[config.mk]
export PLATFORM = sky130hd
export DESIGN_NAME = alu_input_loader
export DESIGN_NICKNAME = d
export VERILOG_FILES = /design/src/rtl/alu_pkg.sv /design/src/rtl/button_debouncer.sv /design/src/rtl/alu_input_loader.sv
export SDC_FILE = /design/constraint.sdc
export NUM_CORES = 1
export LEC_CHECK = 0
export CORE_MARGIN = 1
export CORE_UTILIZATION = 60
export DETAILED_ROUTE_END_ITERATION = 10
export PLACE_DENSITY = 0.81
export SLEW_MARGIN = 20
export SYNTH_ARGS = -nofsm -noshare
export SYNTH_HDL_FRONTEND = slang
export SYNTH_SLANG_ARGS = --single-unit
[constraint.sdc]
create_clock -name clk -period 5.5 [get_ports clk]
set_input_delay 0.825 -clock clk [delete_from_list [all_inputs] [get_ports clk]]
set_output_delay 0.825 -clock clk [all_outputs]
set_load 0.02 [all_outputs]
[src/rtl/alu_pkg.sv]
// Shared ALU definitions: operand/opcode widths and opcode encodings.
// Both the ALU and its input loader import this package.
package alu_pkg;

    localparam int unsigned ALU_NB_DATA = 4;
    localparam int unsigned ALU_NB_OP   = 6;

    localparam logic [5:0] OP_ADD = 6'b100000;
    localparam logic [5:0] OP_SUB = 6'b100010;
    localparam logic [5:0] OP_AND = 6'b100100;
    localparam logic [5:0] OP_OR  = 6'b100101;
    localparam logic [5:0] OP_XOR = 6'b100110;
    localparam logic [5:0] OP_SRA = 6'b000011;
    localparam logic [5:0] OP_SRL = 6'b000010;
    localparam logic [5:0] OP_NOR = 6'b100111;

    // The ALU powers up on a well-defined opcode.
    localparam logic [5:0] OP_RESET = OP_ADD;

endpackage

[src/rtl/button_debouncer.sv]
// Two-flop synchroniser, counter-based debouncer and rising-edge press detector
// for one asynchronous push-button.
module button_debouncer #(
    parameter int unsigned DEBOUNCE_CYCLES = 500000
) (
    input  logic clk,
    input  logic i_rst,
    input  logic i_btn,
    output logic o_press
);

    localparam int unsigned CW = $clog2(DEBOUNCE_CYCLES);
    localparam logic [CW-1:0] CNT_MAX = CW'(DEBOUNCE_CYCLES - 1);

    logic          sync1_q, sync2_q;
    logic          st_q, st_d;
    logic          st_dly_q;
    logic [CW-1:0] cnt_q, cnt_d;

    // Any return to the stable level before the count completes restarts it.
    always_comb begin
        st_d  = st_q;
        cnt_d = '0;
        if (sync2_q != st_q) begin
            if (cnt_q == CNT_MAX) begin
                st_d = sync2_q;
            end else begin
                cnt_d = cnt_q + CW'(1);
            end
        end
    end

    always_ff @(posedge clk) begin
        if (i_rst) begin
            sync1_q  <= 1'b0;
            sync2_q  <= 1'b0;
            st_q     <= 1'b0;
            st_dly_q <= 1'b0;
            cnt_q    <= '0;
        end else begin
            sync1_q  <= i_btn;
            sync2_q  <= sync1_q;
            st_q     <= st_d;
            st_dly_q <= st_q;
            cnt_q    <= cnt_d;
        end
    end

    assign o_press = st_q & ~st_dly_q;

endmodule

[src/rtl/alu_input_loader.sv]
// Loads ALU operands A/B and the opcode from synchronised switches on debounced
// button presses; all outputs are registered so the ALU sees stable values.
module alu_input_loader
    import alu_pkg::*;
#(
    parameter int unsigned NB_DATA         = ALU_NB_DATA,
    parameter int unsigned NB_OP           = ALU_NB_OP,
    parameter int unsigned NB_SW           = 8,
    parameter int unsigned DEBOUNCE_CYCLES = 500000
) (
    input  logic               clk,
    input  logic               i_rst,
    input  logic [NB_SW-1:0]   i_sw,
    input  logic               i_btn_a,
    input  logic               i_btn_b,
    input  logic               i_btn_op,
    output logic [NB_DATA-1:0] o_datoA,
    output logic [NB_DATA-1:0] o_datoB,
    output logic [NB_OP-1:0]   o_operation,
    output logic               o_load_pulse,
    output logic [2:0]         o_loaded
);

    logic [NB_SW-1:0]   sw_sync1_q, sw_sync2_q;
    logic               press_a, press_b, press_op;
    logic [NB_DATA-1:0] dato_a_q, dato_a_d, dato_b_q, dato_b_d;
    logic [NB_OP-1:0]   op_q, op_d;
    logic               pulse_q, pulse_d;
    logic [2:0]         loaded_q, loaded_d;
    logic               unused_sw;

    // Switch bits above the widest field are synchronised but never consumed.
    assign unused_sw = ^sw_sync2_q;

    button_debouncer #(.DEBOUNCE_CYCLES(DEBOUNCE_CYCLES)) u_deb_a (
        .clk    (clk),
        .i_rst  (i_rst),
        .i_btn  (i_btn_a),
        .o_press(press_a)
    );

    button_debouncer #(.DEBOUNCE_CYCLES(DEBOUNCE_CYCLES)) u_deb_b (
        .clk    (clk),
        .i_rst  (i_rst),
        .i_btn  (i_btn_b),
        .o_press(press_b)
    );

    button_debouncer #(.DEBOUNCE_CYCLES(DEBOUNCE_CYCLES)) u_deb_op (
        .clk    (clk),
        .i_rst  (i_rst),
        .i_btn  (i_btn_op),
        .o_press(press_op)
    );

    always_comb begin
        dato_a_d = dato_a_q;
        dato_b_d = dato_b_q;
        op_d     = op_q;
        loaded_d = loaded_q;
        pulse_d  = press_a | press_b | press_op;
        if (press_a) begin
            dato_a_d    = sw_sync2_q[NB_DATA-1:0];
            loaded_d[0] = 1'b1;
        end
        if (press_b) begin
            dato_b_d    = sw_sync2_q[NB_DATA-1:0];
            loaded_d[1] = 1'b1;
        end
        if (press_op) begin
            op_d        = sw_sync2_q[NB_OP-1:0];
            loaded_d[2] = 1'b1;
        end
    end

    always_ff @(posedge clk) begin
        if (i_rst) begin
            sw_sync1_q <= '0;
            sw_sync2_q <= '0;
            dato_a_q   <= '0;
            dato_b_q   <= '0;
            op_q       <= NB_OP'(OP_RESET);
            pulse_q    <= 1'b0;
            loaded_q   <= 3'b000;
        end else begin
            sw_sync1_q <= i_sw;
            sw_sync2_q <= sw_sync1_q;
            dato_a_q   <= dato_a_d;
            dato_b_q   <= dato_b_d;
            op_q       <= op_d;
            pulse_q    <= pulse_d;
            loaded_q   <= loaded_d;
        end
    end

    assign o_datoA      = dato_a_q;
    assign o_datoB      = dato_b_q;
    assign o_operation  = op_q;
    assign o_load_pulse = pulse_q;
    assign o_loaded     = loaded_q;

endmodule

==> reports/qor.yml <==
dr.pass1.iters: 7
syn_to_final_growth_pct: 13.9
place_inst: 522
grt_overflow: 0
outcome: "complete, but fails checks"
cts_max_level: 3
vdd_drop_max_v: 0.000213
synth_edf_count: 0
post_drt_wl_per_cell_um: 12.8
drt-total-wl_mm: 6.86
grt.met1_usage: 0.259
synthTopCellsByCount: "99 x dfxtp_1, 68 x nor2_1, 36 x xnor2_1"
synth.top_cell.area_share: 0.505
clk_pin_slew_ps: 90
die_x_um: 82.8
worst_path_max_delay_cell: "or4_1"
synthCells: 429
pin_count: 31
holdBufCountCts: 0
port_buffers: 28
yosysMostFrequentCell: "dfxtp_1"
synth_nets: 445
clock_path_buffers: 2
top_usage_layer: "met2"
cts_num_sinks: 99
hold_viol_final: 0
violations: "design-rule violations"
grt_max_degree: 46
grtUsageTotal: 0.210
slew_headroom: 0.531
setup_viol: 0
use_met2: 0.358
pre_cts_ws_ps: 3120
grt_pass1_wl_mm: 12.0
yosys.area.top_type: "dfxtp_1"
finalClockSkew_ps: 10.8
synth_seq_cells: 99
dp_hpwl_mm: 4.55
worst_slack_ps: 3330
rows: 29
antenna_found_initial: 0
vias_per_cell: 5.43
setup_tns_ps: 0
path_class: "flop to flop"
syn_area_um2: 3920
die_h_um: 82.8
maxCapViolCount: 0
cts_tree: "done"
power_density_nw_per_um2: 279
leakagePower_uw: 0.00143
rsz0062_at_grt: "false"
syn_area_per_cell_um2: 9.14
cp-end-kind: "flop"
ys_warn_count: 0
grt_pass1_vias: 2771
initial_core_util: 0.621
final_layout_size_suffix_gt1_frac: 0.0587
max_slew.worst_pin.slew_ps: 703
arrival_ps: 2460
ys_top_cells_by_area: "dfxtp_1 51%, xnor2_1 8.0%, nor2_1 6.5%"
met3_usage: 0.0636
finalMaxSlewViolations: 0
drt_iter0_drc: 97
layout.cells.non_filler: 537
synth_cell_types: 40
drc: 2
ant_nets: 0
seq_area_frac_synth: 0.505
synth-main-ff-cell: "dfxtp_1"
min_path_type: "flop to flop"
dieArea_um2: 6860
nets: 472
crit_path_cell_trace: "ha_1 -> nand4_1 -> or4_1 -> or3_1 -> a21oi_1"
coreArea_um2: 6310
hold_ws_ps: 437
async_reset_ff_frac: 0
crit_required_ps: 5800
n_antenna_cell: 0
min_period_over_period: 0.394
crit_path_max_fanout: 7
post_cts_buffers: 0
place.gp.congestion: 0.833
cts_resized: 0
fin_crit_ps: 2170
numCtsBuffers: 9
fmax_mhz: 462
startpoint_type: "flop"
insertion_delay_ps: 360
critical_path.max_stage_delay_ps: 650
root_buffer: "clkbuf_8"
num_vias: 2914
layer usage:
layer | share of wire | wire [um] | vias up
met5 | 0 | 0 | -
met4 | 0.0069 | 47 | 0
met3 | 0.045 | 306 | 7
met2 | 0.48 | 3290 | 59
met1 | 0.47 | 3220 | 1333
li1 | - | - | 1515
layout by cell type, fill, tap and decap left out, drive strengths merged, types with 10 or more instances in the layout:
master         count
clkdlybuf4s50     28
nor2              68
dfxtp             99
nand2             26
a21oi             16
nor4              12
xnor2             36
nand3             23
nor3              12
nor2b             22
inv               19
nand4             14
o21ai             10
worst max-delay path, delay by kind of cell, from the launching register on:
| family | cells | cell delay (ps) |
|---|---|---|
| AO/OA/AOI/OAI | 1 | 150 |
| flip-flops | 1 | 390 |
| AND/OR/NAND/NOR | 3 | 1310 |
| adder cells (fa/ha/maj) | 1 | 260 |
power by group:
group	switching (uW)	internal (uW)	leakage (uW)	total, uW
logic	11.0	11.7	0.000523	22.8
clock network	241	255	0.000110	497
registers	3.05	723	0.000801	726
total	255	990	0.00143	1250
path summary, 6_finish.rpt:
path | from | endpoint | slack [ps] | cells after the start
worst max-delay path | u_deb_a.cnt_q[0] | u_deb_a.cnt_q[18] | 3330 | 5
worst min-delay path | sw_sync2_q[4] | o_operation[4] | 440 | 2
worst max register to register | u_deb_a.cnt_q[0] | u_deb_a.cnt_q[18] | 3330 | 5
worst min register to register | sw_sync2_q[4] | o_operation[4] | 440 | 2
cells by family (layout without fill, tap and decap cells):
| logic type | after synthesis | in the layout | synth area share |
|---|---|---|---|
| simple gates | 208 | 208 | 0.276 |
| mux | 9 | 9 | 0.0230 |
| fa+ha+maj | 3 | 3 | 0.00957 |
| xor+xnor | 45 | 45 | 0.101 |
| compound gates | 34 | 34 | 0.0536 |
| buf+inv | 31 | 62 | 0.0319 |
| flops | 99 | 99 | 0.505 |
state kept, by name (all words and copies together) (netlist names):
register and flops:
u_deb_a.cnt_q 19, u_deb_a.sync1_q 1, sw_sync1_q 6, o_datoA 4
sw_sync2_q 6, u_deb_op.sync1_q 1, o_operation 6, u_deb_op.st_dly_q 1
u_deb_a.sync2_q 1, o_datoB 4, u_deb_op.st_q 1, u_deb_a.st_dly_q 1
u_deb_b.sync1_q 1, u_deb_a.st_q 1, u_deb_op.sync2_q 1, o_load_pulse 1
u_deb_b.st_dly_q 1, u_deb_b.sync2_q 1, o_loaded 3, u_deb_b.cnt_q 19
u_deb_op.cnt_q 19, u_deb_b.st_q 1
metrics by stage:
step	total power, uW	area, um2	utilization
3_3_place_gp	765	4250	0.673
2_1_floorplan	755	3920	-
6_report	1250	4470	0.707
5_1_grt	1280	4470	0.707
3_5_place_dp	766	4260	0.674
4_1_cts	1260	4470	0.707
final cells by class:
type                    count  area, um2
clock buffers               9        124
clock inverters             6       87.6
fillers                   470       1850
inverters                  17       63.8
multi-input cells         299       1820
flip-flops and latches     99       1980
well taps                  77       96.3
repair buffers             30        295
No activity file was read; power rests on OpenSTA's default activity.
